$ cat config.mk
export PLATFORM = sky130hd
export DESIGN_NAME = hex_target_sched
export DESIGN_NICKNAME = d
export VERILOG_FILES = /design/src/rtl/hex_sched_pkg.sv /design/src/rtl/hex_rr_arbiter.sv /design/src/rtl/hex_target_sched.sv
export SDC_FILE = /design/constraint.sdc
export NUM_CORES = 1
export LEC_CHECK = 0
export CAP_MARGIN = 25
export CORE_ASPECT_RATIO = 1.4
export CORE_MARGIN = 2
export CORE_UTILIZATION = 38
export DETAILED_ROUTE_END_ITERATION = 7
export HOLD_SLACK_MARGIN = 0.06
export PLACE_DENSITY = 0.63
export SETUP_SLACK_MARGIN = 0.2
export SYNTH_ARGS = -nofsm -noshare
export SYNTH_HDL_FRONTEND = slang
export SYNTH_SLANG_ARGS = --single-unit
$ cat constraint.sdc
create_clock -name clk -period 3.2 [get_ports clk]
set_input_delay 0.32 -clock clk [delete_from_list [all_inputs] [get_ports clk]]
set_output_delay 0.32 -clock clk [all_outputs]
set_load 0.01 [all_outputs]
$ cat src/rtl/hex_sched_pkg.sv
// Shared types and helpers for the hex target scheduler.
// States, value width, the reserved zero value and the forced-value wrap rule.
package hex_sched_pkg;

    localparam int VALUE_W = 8;
    localparam logic [VALUE_W-1:0] ZERO_VALUE = '0;

    typedef enum logic [1:0] {
        IDLE  = 2'd0,
        DRAW  = 2'd1,
        ISSUE = 2'd2
    } state_t;

    // Successor of v that never lands on zero: 0xFF wraps to 0x01.
    function automatic logic [VALUE_W-1:0] next_nonzero(input logic [VALUE_W-1:0] v);
        logic [VALUE_W-1:0] n;
        n = v + VALUE_W'(1);
        return (n == ZERO_VALUE) ? VALUE_W'(1) : n;
    endfunction

endpackage

$ cat src/rtl/hex_rr_arbiter.sv
// Combinational round-robin arbiter: search starts one past ptr and wraps.
// Produces a one-hot winner and its index; both are zero when req is empty.
module hex_rr_arbiter #(
    parameter int NUM_REQ = 4,
    parameter int IDX_W   = $clog2(NUM_REQ)
) (
    input  logic [NUM_REQ-1:0] req,
    input  logic [IDX_W-1:0]   ptr,
    output logic [NUM_REQ-1:0] win,
    output logic [IDX_W-1:0]   win_idx
);

    logic             found;
    logic [IDX_W-1:0] sel;

    always_comb begin
        win     = '0;
        win_idx = '0;
        found   = 1'b0;
        sel     = '0;
        for (int k = 1; k <= NUM_REQ; k++) begin
            sel = IDX_W'((int'(ptr) + k) % NUM_REQ);
            if (!found && req[sel]) begin
                found    = 1'b1;
                win[sel] = 1'b1;
                win_idx  = sel;
            end
        end
    end

endmodule

$ cat src/rtl/hex_target_sched.sv
// Round-robin scheduler handing out nonzero LFSR bytes to NUM_REQ requesters.
// Define HEX_SCHED_NODUP_EN to also reject a draw equal to the previous issued value.
module hex_target_sched
    import hex_sched_pkg::*;
#(
    parameter int NUM_REQ   = 4,
    parameter int MAX_RETRY = 8
) (
    input  logic                 clk,
    input  logic                 rst,
    input  logic [VALUE_W-1:0]   rnd_in,
    input  logic [NUM_REQ-1:0]   req,
    output logic [NUM_REQ-1:0]   gnt,
    output logic [VALUE_W-1:0]   value,
    output logic                 busy,
    output logic                 forced
);

    localparam int IDX_W = $clog2(NUM_REQ);
    localparam logic [7:0] RTY_LAST = 8'(MAX_RETRY - 1);

    state_t               state;
    logic [IDX_W-1:0]     cur;
    logic [NUM_REQ-1:0]   cur_oh;
    logic [IDX_W-1:0]     rr_ptr;
    logic [7:0]           retry_cnt;
    logic [VALUE_W-1:0]   last_value;
    logic [NUM_REQ-1:0]   arb_win;
    logic [IDX_W-1:0]     arb_idx;
    logic                 reject;

    hex_rr_arbiter #(
        .NUM_REQ (NUM_REQ),
        .IDX_W   (IDX_W)
    ) u_arb (
        .req     (req),
        .ptr     (rr_ptr),
        .win     (arb_win),
        .win_idx (arb_idx)
    );

`ifdef HEX_SCHED_NODUP_EN
    assign reject = (rnd_in == ZERO_VALUE) || (rnd_in == last_value);
`else
    assign reject = (rnd_in == ZERO_VALUE);
`endif

    // rr_ptr holds the last granted index; NUM_REQ-1 at reset puts requester 0 first.
    always_ff @(posedge clk or negedge rst) begin
        if (!rst) begin
            state      <= IDLE;
            cur        <= '0;
            cur_oh     <= '0;
            rr_ptr     <= IDX_W'(NUM_REQ - 1);
            retry_cnt  <= '0;
            last_value <= ZERO_VALUE;
            gnt        <= '0;
            value      <= ZERO_VALUE;
            busy       <= 1'b0;
            forced     <= 1'b0;
        end else begin
            case (state)
                IDLE: begin
                    gnt <= '0;
                    if (|req) begin
                        cur       <= arb_idx;
                        cur_oh    <= arb_win;
                        retry_cnt <= '0;
                        busy      <= 1'b1;
                        state     <= DRAW;
                    end
                end
                DRAW: begin
                    if (!req[cur]) begin
                        busy  <= 1'b0;
                        state <= IDLE;
                    end else if (!reject) begin
                        value  <= rnd_in;
                        forced <= 1'b0;
                        gnt    <= cur_oh;
                        state  <= ISSUE;
                    end else if (retry_cnt == RTY_LAST) begin
                        value  <= next_nonzero(last_value);
                        forced <= 1'b1;
                        gnt    <= cur_oh;
                        state  <= ISSUE;
                    end else begin
                        retry_cnt <= retry_cnt + 8'd1;
                    end
                end
                ISSUE: begin
                    gnt        <= '0;
                    last_value <= value;
                    rr_ptr     <= cur;
                    busy       <= 1'b0;
                    state      <= IDLE;
                end
                default: begin
                    gnt   <= '0;
                    busy  <= 1'b0;
                    state <= IDLE;
                end
            endcase
        end
    end

endmodule

# Word-level counts from Yosys, hierarchy flattened
# Cells that the tools add are included.
# W data, S select, Z words.
[word_totals] inputBits=14 out_inout_bits=14 reg_bits=40
[op_classes] eq_ne=11 add_sub_neg=6 n_reduce_logical=21 muxes=51 order_cmp=9 bitwise_logic=3
[op_table] operator="$mux W8" n=7
[op_table] operator="$mux W4" n=8
[op_table] operator="$add A8 B1 Y8 const B" n=2
[op_table] operator="$logic_not A8 Y1" n=2
[op_table] operator="$mux W1" n=16
[op_table] operator="$mux W2" n=8
[op_table] operator="$pmux W8 S2" n=1
[op_table] operator="$lt A2 B3 Y1 const B" n=5
[op_table] operator="$or A4 B4 Y4" n=3
[op_table] operator="$bmux W1 S2" n=5
[op_table] operator="$ne A2 B2 Y1 const B" n=5
[op_table] operator="$demux W1 S2" n=4
[op_table] operator="$eq A8 B3 Y1 const B" n=1
[op_table] operator="$ge A2 B1 Y1 const B" n=4
[op_table] operator="$reduce_and A2 Y1" n=4
[op_table] operator="$logic_and A1 B1 Y1" n=7
[op_table] operator="$reduce_and A5 Y1" n=1
[op_table] operator="$add A2 B1 Y2 const B" n=2
[op_table] operator="$add A2 B2 Y2 const B" n=2
[op_table] operator="$ne A4 B4 Y1 const B" n=1
[op_table] operator="$pmux W2 S2" n=1
[op_table] operator="$reduce_or A4 Y1" n=1
[op_table] operator="$logic_not A1 Y1" n=3
[op_table] operator="$ne A3 B3 Y1 const B" n=1
[op_table] operator="7 further kinds" n=7

# Longest topological paths before layout
# Gate-level depths: netlist (run 1).
[depth] depth_word=13 depth_mapped=9 mapped_depth_nobuf=7

# By module
# Synthesis (run 1) repeated with hierarchy kept, for this count alone.
[unflattened] cells_unflattened=237 area_unflattened_um2=2469.9
[modules_own_cells] module="hex_target_sched" area_each_um2=1979.4 n_inst=1 cells_per_inst=178
[modules_own_cells] module="hex_rr_arbiter" area_each_um2=490.5 n_inst=1 cells_per_inst=59

# Worst setup path after synthesis (run 1)
# No wires, ideal clock.
[synth_path] path_type="flip-flop to flip-flop" startpoint="register rr_ptr[0]" endpoint="register cur_oh[0]" path_stages_with_launch=9 setup_slack_ps=491 t_required_ps=3068 arrival_ps=2577 setup_time_ps=132 path_cell_list="dfstp_2 > buf_4 > inv_1 > ha_1 > buf_6 > mux4_2 > or4_4 > a221oi_1 > o21ai_0"
[synth_via] elab_chain_len=13 word_cells_on_any_way=48 cone_classes="4 x add/sub; 8 x order compare; 23 x mux; 3 x bitwise; 10 x reduce/logical"
[synth_lines] element="start: declaration" line_no="hex_target_sched.sv:25" source="logic [IDX_W-1:0] rr_ptr;"
[synth_lines] element="start signal: assignment" line_no="hex_target_sched.sv:54" source="rr_ptr <= IDX_W'(NUM_REQ - 1);"
[synth_lines] element="start signal: assignment" line_no="hex_target_sched.sv:94" source="rr_ptr <= cur;"
[synth_lines] element="parallel branches: the longest is 12 deep, another holds $lt A2 B3 Y1"
[synth_lines] element="$mux W4 *" line_no="hex_rr_arbiter.sv:23" source="if (!found && req[sel]) begin"
[synth_lines] element="end signal: assignment" line_no="hex_target_sched.sv:67" source="cur_oh <= arb_win;"
[synth_lines] element="end: declaration" line_no="hex_target_sched.sv:24" source="logic [NUM_REQ-1:0] cur_oh;"
# Mark *: on every way between the ends. The select of a mux whose other input is x is not followed.
# A chain may end at the register's enable or synchronous reset.

# Final worst setup path (run 1)
# Same ends and word-level chain as after synthesis.

==> impl_results.md, run 1 <==
* Pin count of the biggest net entering global routing at 41
* Main combinational cell family by area after synthesis: simple AND/OR/NAND/NOR gates
* Final antenna-violating net count at 0
* Vias per cell at 5.61
* Critical Path RT at 3.37 ns
* Commonest non-fill, non-tap cells in the layout: dfrtp_1, clkdlybuf4s50_1, o21ai_0
* Synth Area in XOR/XNOR at 2.55%
* Lkg Pwr at 1.19 nW
* Rows at 34
* # hold bufs at CTS at 0
* Ratio of cells with drive above 1 in the final layout at a little over a tenth
* Nets at 292
* Post-CTS setup buffers at 0
* Area Overhead vs Synth at 17.1%
* Post-synthesis net count at between 200 and 300
* Slew @ Worst Pin at 0.887 ns
* Ys flop type: dfrtp_1
* Initial Utilization at 39.0%
* H-tree level count at 2
* Achievable Freq at 355 MHz
* Detailed placer's ending HPWL at about 3800 um
* Cell area after synthesis at 2410 um^2
* Final GP Congestion at 0.870
* Vias after detailed routing at 1907
* Die H at between 90 and 100 um
* # IOs at 28
* R2R cell count at 6
* Clock buffer count from CTS at 5
* Final worst-path cycle share at between 80 and 90%
* Mux cell area share after synthesis at 14.3%
* Outcome: completed
* Commonest non-fill, non-tap cell in the layout: dfrtp_1
* Vias in the first global route at 1878
* CTS tree: yes
* Clk slew on worst S/H paths at 0.07 ns
* Initial antenna violation count at 0
* Grt total ovfl at 0
* Crit path max-delay family: flip-flops
* Setup_tns at 0 ns
* Syn_area_per_cell at 10.0 um^2
* Layout Cells excl Fill at 340
* Tot GR Track Use at 16.0%
* Wire per inst at 15.3 um
* Worst hold path class: input pin to async pin
* Tmin final at 2.82 ns
* Port bufs at 27
* Pwr Total at 2.51 mW
* Synth Area in Adders at 5.71%
* Fin Hold WS at 0.151 ns
* # DRC at 0
* Post-synth EDFFs at 0
* Crit. End Element: register
* Post-synthesis cell type count at 43
* Hold Violations, Final at 0
* WS Path Type: register to register
* Synth Area in Compound Gates at 13.8%
* Post_cts resized at 0
* Number of synthesized register bits at 40
* Worst clock skew at 0.00537 ns
* Drt first pass iters at 4
* Slowest stage cell, crit path: dfstp_2
* CP max FO at 14
* Yosys warns at 0
* Peak supply drop at between 0.3 and 0.4 mV
* Stages on worst setup path at 6
* Routed wire length at roughly 5200 um
* Pwr Density at 891 nW/um^2
* CP bufs+invs at 1
* Setup repair after global routing missed its margin: no
* Core ar. at 6170 um^2
* Clock Latency Late Sink at ~0.29 ns
* Clock tree buffer depth at 2
* Final setup viols at 0
* Ant diodes at 0
* CP arrival at 2.98 ns
* Crit-path cells: inv_1 > ha_1 > mux4_2 > or4_4 > a221oi_1 > o21ai_0
* CTS Sinks at 40
* First-pass GRT wire length at 8910 um
* Cells after synthesis at 240
* Post-synthesis simple-gate area fraction at between 10% and 20%
* Slowest stage delay, CP at 0.72 ns
* Root buf cell: clkbuf_8
* DIE WIDTH at 71.3 um
* Max cap viols at 0
* Max Slew Vio Count at 0
* Placed insts at approximately 330
* Initial drt markers at 106
* Die ar. at 7000 um^2
* Register area share after synthesis at 41.7%
* Post-synthesis async set-or-reset flop share at 100%
* Slew margin rel. at 40.9%
* Launching element type of the critical path: register
registers in the layout (all words and copies together) (netlist names):
name / cells
cur: 2
gnt: 4
busy: 1
rr_ptr: 2
state: 2
last_value: 8
retry_cnt: 8
value: 8
cur_oh: 4
forced: 1
layer usage:
layer	GRT usage [%]	vias to the layer above	routed length (um)
met1	18.5	909	2210
met2	27.6	51	2650
li1	-	936	-
met5	0	-	0
met4	7.98	0	138
met3	2.99	11	188
power by group:
group | switching (mW) | internal (mW) | leakage, nW
registers | 0.235 | 0.713 | 0.504
clock network | 0.165 | 0.176 | 0.0455
logic | 0.603 | 0.624 | 0.637
total | 1.00 | 1.51 | 1.19
through the flow:
stage | utilization [%] | area (um^2) | setup slack, ns
floorplan | - | 2410 | 0.491
global placement | 44.2 | 2720 | 0.383
detailed placement | 44.3 | 2730 | 0.378
CTS | 45.7 | 2820 | 0.359
global route | 45.7 | 2820 | 0.200
finish | 45.7 | 2820 | 0.384
path summary, 6_finish.rpt:
kind | from | to | slack (ns)
worst min-delay path | rst | value[4]$_DFFE_PN0P_ | 0.15
min in group clk | retry_cnt[7]$_DFFE_PN0P_ | retry_cnt[7]$_DFFE_PN0P_ | 0.49
worst max register to register | rr_ptr[0]$_DFFE_PN1N_ | cur_oh[0]$_DFFE_PN0P_ | 0.38
worst max-delay path | rr_ptr[0]$_DFFE_PN1N_ | cur_oh[0]$_DFFE_PN0P_ | 0.38
max in group asynchronous | rst | last_value[5]$_DFFE_PN0N_ | 2.49
worst min register to register | retry_cnt[7]$_DFFE_PN0P_ | retry_cnt[7]$_DFFE_PN0P_ | 0.49
synthesized netlist by cell type (all sizes together), types with 4 or more instances:
cell type,instances,area share (%)
a21oi,9,1.9
a221oi,6,2.2
a31oi,4,1.0
and2,4,1.0
buf,8,2.1
dfrtp,38,39
ha,11,5.7
inv,6,0.93
mux2,11,5.1
mux2i,12,5.0
mux4,4,4.2
nand2,22,3.4
nand2b,5,1.3
nand3,4,0.83
nand4,5,1.3
nor2,15,2.3
nor2b,4,1.0
nor3,5,1.5
nor4,4,1.0
o21ai,24,5.0
or3,8,2.1
xnor2,4,1.5
cells by family after synthesis:
group,after synthesis
simple gates,84
compound gates,54
flops,40
mux,27
buf+inv,17
fa+ha+maj,11
xor+xnor,7
area by class of cell:
class                           instances  area [um^2]
Sequential cell                        40         1000
Multi-Input combinational cell        183         1320
Timing Repair Buffer                   31          295
Fill cell                             588         3350
Clock buffer                            8         90.1
Tap cell                               72         90.1
Inverter                                6         22.5
(Power assumes the default switching activity.)
==> run 2, diff against run 1 <==
--- a/config.mk
+++ b/config.mk
@@ -9,6 +9,7 @@
 export CORE_ASPECT_RATIO = 1.4
 export CORE_MARGIN = 2
 export CORE_UTILIZATION = 38
+export CTS_BUF_LIST = sky130_fd_sc_hd__clkbuf_16
 export DETAILED_ROUTE_END_ITERATION = 7
 export HOLD_SLACK_MARGIN = 0.06
 export PLACE_DENSITY = 0.63
==> impl_results.md, run 2 (synthesis results as in run 1) <==
* Setup repair after global routing missed its margin: no
* Pwr Total at 2.64 mW (+4.9%)
* Achievable Freq at 353 MHz (-0.57%)
* Lkg Pwr at 1.22 nW (+2.4%)
* Initial Utilization at 39.0% (unchanged)
* Tmin final at 2.83 ns (+0.0162 ns)
* Power Internal at 1.62 mW (+7.0%)
* Clk slew on worst S/H paths at 0.05 ns (-0.02 ns)
* Area Overhead vs Synth at 19.1%
* Final setup viols at 0 (unchanged)
* Clk pwr share at 17.5% (+4.0 points)
* Sw Ratio at 38.7% (-1.2 points)
* CTS Sinks at 40 (unchanged)
* Final antenna-violating net count at 0 (unchanged)
* Max Slew Vio Count at 0 (unchanged)
* Crit. End Element: register
* Post_cts resized at 0 (unchanged)
* Setup_tns at 0 ns (unchanged)
* Pin count of the biggest net entering global routing at 41 (unchanged)
* Crit-path cells: inv_1 > ha_1 > mux4_2 > or4_4 > a221oi_1 > o21ai_0
* Routed wire length at 5230 um (+0.62%)
* Slowest stage cell, crit path: dfstp_2
* Drt first pass iters at 5 (+1)
* Die ar. at 7000 um^2 (unchanged)
* Ant diodes at 0 (unchanged)
* Commonest non-fill, non-tap cell in the layout: dfrtp_1
* # DRC at 0 (unchanged)
* Initial drt markers at 121 (+14%)
* CP arrival at 2.98 ns (about the same)
* Die H at 98.2 um (unchanged)
* WS Path Type: register to register
* Core ar. at 6170 um^2 (unchanged)
* Critical Path RT at 3.35 ns (-0.02 ns)
* Gate power share at 46.6% (-2.2 points)
* DIE WIDTH at 71.3 um (unchanged)
* Clock buffer count from CTS at 5 (unchanged)
* Vias after detailed routing at 1896 (-0.58%)
* Vias per cell at 5.58 (-0.58%)
* Nets at 292 (unchanged)
* Worst hold path class: input pin to async pin
* Clock Latency Late Sink at 0.28 ns (about the same)
* Worst clock skew at 0.00360 ns (-0.00176 ns)
* Ratio of cells with drive above 1 in the final layout at 10.4% (-0.37 points)
* Clock tree buffer depth at 2 (unchanged)
* Peak supply drop at 0.380 mV (-4.2%)
* Share of total power in sequential cells at 36.0% (-1.7 points)
* Rows at 34 (unchanged)
* Wire per inst at 15.4 um (+0.62%)
* Final GP Congestion at 0.870 (unchanged)
* Commonest non-fill, non-tap cells in the layout: dfrtp_1, clkdlybuf4s50_1, o21ai_0
* H-tree level count at 2 (unchanged)
* # IOs at 28 (unchanged)
* Grt total ovfl at 0 (unchanged)
* Outcome: completed
* First-pass GRT wire length at 8980 um (+0.77%)
* Sw power at 1.02 mW (+1.7%)
* Launching element type of the critical path: register
* Tot GR Track Use at 16.2% (+0.23 points)
* Detailed placer's ending HPWL at 3840 um (unchanged)
* Hold Violations, Final at 0 (unchanged)
* Crit path max-delay family: flip-flops
* Filler instances at 581 (-1.2%)
* Dpl ws at 0.378 ns (unchanged)
* CP bufs+invs at 1 (unchanged)
* Slew margin rel. at 40.8% (-0.13 points)
* # hold bufs at CTS at 0 (unchanged)
* Max cap viols at 0 (unchanged)
* CTS tree: yes
* Final worst-path cycle share at 88.5% (+0.50 points)
* Slew @ Worst Pin at 0.889 ns (+0.00196 ns)
* Pwr Density at 920 nW/um^2 (+3.2%)
* CP max FO at 14 (unchanged)
* Vias in the first global route at 1870 (-0.43%)
* Root buf cell: clkbuf_16
* Setup slack after layout at 0.368 ns (-0.0162 ns)
* Port bufs at 27 (unchanged)
* Initial antenna violation count at 0 (unchanged)
* Slowest stage delay, CP at 0.72 ns (about the same)
* Post-CTS setup buffers at 0 (unchanged)
* Largest registers: last_value (8), retry_cnt (8), value (8)
[run 2: area by class of cell]
| class | instances | area [um^2] | area share, % |
|---|---|---|---|
| Clock buffer | 5 | 125 | 4.36 |
| Clock inverter | 3 | 11.3 | 0.393 |
| Inverter | 6 | 22.5 | 0.785 |
| Multi-Input combinational cell | 183 | 1320 | 46.0 |
| Sequential cell | 40 | 1000 | 35.0 |
| Tap cell | 72 | 90.1 | 3.14 |
| Timing Repair Buffer | 31 | 295 | 10.3 |
[run 2: metal layers]
layer / global-route usage, % / vias up / routed length [um] / share of wire, %
li1: - / 933 / - / -
met1: 18.9 / 902 / 2240 / 43
met2: 27.7 / 46 / 2640 / 50
met3: 2.79 / 15 / 178 / 3.4
met4: 9.00 / 0 / 175 / 3.3
met5: 0 / - / 0 / 0
[run 2: per-stage QoR]
step / utilization, % / area (um^2) / hold WS [ns] / cells
after floorplan: - / 2410 / 0.0244 / 240
after global placement: 44.2 / 2720 / 0.474 / 331
after detailed placement: 44.3 / 2730 / 0.484 / 332
after CTS: 46.5 / 2870 / 0.198 / 340
after global routing: 46.5 / 2870 / 0.255 / 340
final: 46.5 / 2870 / 0.162 / 340
[run 2: worst reg2reg max path: stages (launching register included)]
cell and delay, ns:
dfstp_2 0.72, inv_1 0.19, ha_1 0.36, mux4_2 0.52
or4_4 0.55, a221oi_1 0.25, o21ai_0 0.13
[run 2: final timing paths]
kind / start / to / slack [ns] / depth (start not counted)
worst max register to register: rr_ptr[0]$_DFFE_PN1N_ / cur_oh[0]$_DFFE_PN0P_ / 0.37 / 6
worst min register to register: retry_cnt[7]$_DFFE_PN0P_ / retry_cnt[7]$_DFFE_PN0P_ / 0.51 / 1
min in group clk: retry_cnt[7]$_DFFE_PN0P_ / retry_cnt[7]$_DFFE_PN0P_ / 0.51 / 1
max in group asynchronous: rst / last_value[5]$_DFFE_PN0N_ / 2.48 / 1
worst min-delay path: rst / value[2]$_DFFE_PN0P_ / 0.16 / 1
worst max-delay path: rr_ptr[0]$_DFFE_PN1N_ / cur_oh[0]$_DFFE_PN0P_ / 0.37 / 6
[run 2: power by group through the flow]
| stage | logic [mW] | registers, mW | clock network [mW] |
|---|---|---|---|
| finish | 1.23 | 0.948 | 0.461 |
| global route | 1.37 | 0.984 | 0.497 |
| CTS | 1.24 | 0.952 | 0.472 |
| detailed placement | 1.23 | 0.959 | 0 |
| global placement | 1.21 | 0.955 | 0 |
| floorplan | 0.867 | 0.902 | 0 |
==> run 3, diff against run 2 <==
--- a/config.mk
+++ b/config.mk
@@ -5,14 +5,15 @@
 export SDC_FILE = /design/constraint.sdc
 export NUM_CORES = 1
 export LEC_CHECK = 0
-export CAP_MARGIN = 25
+export CAP_MARGIN = 10
 export CORE_ASPECT_RATIO = 1.4
 export CORE_MARGIN = 2
 export CORE_UTILIZATION = 38
 export CTS_BUF_LIST = sky130_fd_sc_hd__clkbuf_16
 export DETAILED_ROUTE_END_ITERATION = 7
+export DONT_BUFFER_PORTS = 1
 export HOLD_SLACK_MARGIN = 0.06
-export PLACE_DENSITY = 0.63
+export PLACE_DENSITY = 0.57
 export SETUP_SLACK_MARGIN = 0.2
 export SYNTH_ARGS = -nofsm -noshare
 export SYNTH_HDL_FRONTEND = slang
==> impl_results.md, run 3 (synthesis results as in run 1) <==
* Initial drt markers at 62 (-49%)
* Reg-to-Reg End: cur_oh[1]$_DFFE_PN0P_
* DIE WIDTH at 71.3 um (unchanged)
* Crit-path cells: inv_1 > ha_1 > mux4_2 > or4_4 > a221oi_1 > o21ai_0
* WS Path Type: register to register
* Clock Latency Late Sink at 0.28 ns (about the same)
* Vias per cell at 5.67 (+1.7%)
* Worst reg2reg startpoint: rr_ptr[0]$_DFFE_PN1N_
* Reg2reg setup slack at 0.46 ns (+0.09 ns)
* Final setup viols at 0 (unchanged)
* Post-CTS setup buffers at 0 (unchanged)
* Die ar. at 7000 um^2 (unchanged)
* CP arrival at 2.89 ns (-0.09 ns)
* Detailed placer's ending HPWL at 3820 um (-0.60%)
* Rows at 34 (unchanged)
* Vias in the first global route at 1895 (+1.3%)
* Pin count of the biggest net entering global routing at 41 (unchanged)
* Slowest stage delay, CP at 0.71 ns (about the same)
* Lkg Pwr at 1.13 nW (-6.9%)
* Clk slew on worst S/H paths at 0.06 ns (about the same)
* Ratio of cells with drive above 1 in the final layout at 11.9% (+1.5 points)
* Slew @ Worst Pin at 0.775 ns (-0.114 ns)
* Placed insts at 305 (-8.1%)
* # IOs at 28 (unchanged)
* Achievable Freq at 364 MHz (+3.2%)
* Largest registers: last_value (8), retry_cnt (8), value (8)
* Grt total ovfl at 0 (unchanged)
* Peak supply drop at 0.468 mV (+23%)
* Clock tree buffer depth at 2 (unchanged)
* Outcome: completed
* Worst hold path class: input pin to register
* Tmin final at 2.74 ns (-0.0875 ns)
* Clk pwr share at 21.5% (+4.0 points)
* End point of the critical path: cur_oh[1]$_DFFE_PN0P_
* Clock buffer count from CTS at 5 (unchanged)
* Pwr Density at 962 nW/um^2 (+4.6%)
* Fin Hold WS at 0.224 ns (+0.0626 ns)
* First-pass GRT wire length at 9090 um (+1.2%)
* Final antenna-violating net count at 0 (unchanged)
* Core ar. at 6170 um^2 (unchanged)
* Die H at 98.2 um (unchanged)
* CP Launch Point: rr_ptr[0]$_DFFE_PN1N_
* Layout Cells excl Fill at 315 (-7.4%)
* Nets at 267 (-8.6%)
* Launching element type of the critical path: register
* Slowest stage cell, crit path: dfstp_4
* Root buf cell: clkbuf_16
* Tot GR Track Use at 16.3% (+0.043 points)
* CP bufs+invs at 1 (unchanged)
* Port bufs at 0 (-100%)
* Setup_tns at 0 ns (unchanged)
* Initial Utilization at 39.0% (unchanged)
* R2R cell count at 6 (unchanged)
* Drt first pass iters at 4 (-1)
* Max Slew Vio Count at 0 (unchanged)
* Share of total power in sequential cells at 38.7% (+2.7 points)
* Hold Violations, Final at 0 (unchanged)
* Sw Ratio at 38.6% (-0.11 points)
* # DRC at 0 (unchanged)
* Gate power share at 39.8% (-6.8 points)
* Commonest non-fill, non-tap cell in the layout: dfrtp_1
* Crit. End Element: register
* Slew margin rel. at 47.9% (+7.1 points)
* Wire per inst at 16.4 um (+6.4%)
* CTS tree: yes
* Max cap viols at 0 (unchanged)
* H-tree level count at 2 (unchanged)
* Sw power at 0.988 mW (-3.2%)
* Area Overhead vs Synth at 10.5%
* Worst clock skew at 0.00306 ns (-0.000538 ns)
* Commonest non-fill, non-tap cells in the layout: dfrtp_1, o21ai_0, nand2_1
* Power Internal at 1.57 mW (-2.7%)
* Crit path max-delay family: flip-flops
* Critical Path RT at 3.35 ns (about the same)
* Final worst-path cycle share at 85.8% (-2.7 points)
* Pwr Total at 2.56 mW (-2.9%)
* Stages on worst setup path at 6 (unchanged)
* Final GP Congestion at 0.803 (-7.7%)
* CP max FO at 14 (unchanged)
* Setup repair after global routing missed its margin: no
* Routed wire length at 5150 um (-1.4%)
* Initial antenna violation count at 0 (unchanged)
* CTS Sinks at 40 (unchanged)
* Ant diodes at 0 (unchanged)
* Vias after detailed routing at 1787 (-5.7%)
## run 3: cell types whose count changed in the layout (fill, tap and decap cells not counted), sizes merged
cell | before | now
clkinv | 1 | 2
dlygate4sd3 | 0 | 1
bufinv | 0 | 1
clkdlybuf4s50 | 26 | 0
inv | 8 | 6
## run 3: layout make-up
class / count / area, um^2
flip-flops and latches: 40 / 1010
clock inverters: 3 / 37.5
clock buffers: 5 / 125
repair buffers: 6 / 60.1
inverters: 6 / 22.5
multi-input cells: 183 / 1320
well taps: 72 / 90.1
fillers: 605 / 3510
## run 3: worst min-delay path by stage
stage	cells past startpoint	start	slack, ns	to
4_1_cts	2	rnd_in[4]	0.22	value[4]$_DFFE_PN0P_
2_1_floorplan	0	rst	0.02	busy$_DFFE_PN0P_
3_5_place_dp	0	rst	0.03	last_value[3]$_DFFE_PN0N_
3_3_place_gp	0	rst	0.03	value[3]$_DFFE_PN0P_
6_report	2	rnd_in[5]	0.22	value[5]$_DFFE_PN0P_
5_1_grt	2	rnd_in[4]	0.26	value[4]$_DFFE_PN0P_
## run 3: through the flow
step	util (%)	worst slack [ns]	cell area (um^2)
after floorplan	-	0.491	2410
after global placement	40.0	0.462	2470
after detailed placement	40.0	0.413	2470
after CTS	43.1	0.397	2660
after global routing	43.2	0.270	2660
final	43.2	0.456	2660
## run 3: worst register-to-register path, cell delays in order, from the launching register on
cell      delay (ns)
dfstp_4         0.71
inv_1           0.14
ha_1            0.35
mux4_2          0.52
or4_4           0.54
a221oi_1        0.22
o21ai_0         0.13
## run 3: power by group through the flow
stage          logic [mW]  clock network (mW)  registers (mW)
4_1_cts              1.04               0.563           0.993
6_report             1.02               0.551           0.990
5_1_grt              1.16               0.582            1.03
3_3_place_gp         1.01                   0            1.00
2_1_floorplan       0.867                   0           0.902
3_5_place_dp         1.02                   0            1.00
## run 3: routing by layer
layer	vias to the layer above	GRT usage, %	part of all wire [%]
li1	886	-	-
met1	859	18.8	42
met2	36	29.6	54
met3	6	3.30	3.3
met4	0	4.93	1.3
met5	-	0	0
## run 3: timing repair
action	in CTS	in global routing
endpoints found under the setup margin	0	1
hold buffers	2	0
resized for setup	0	1
hold endpoints to repair	40	0
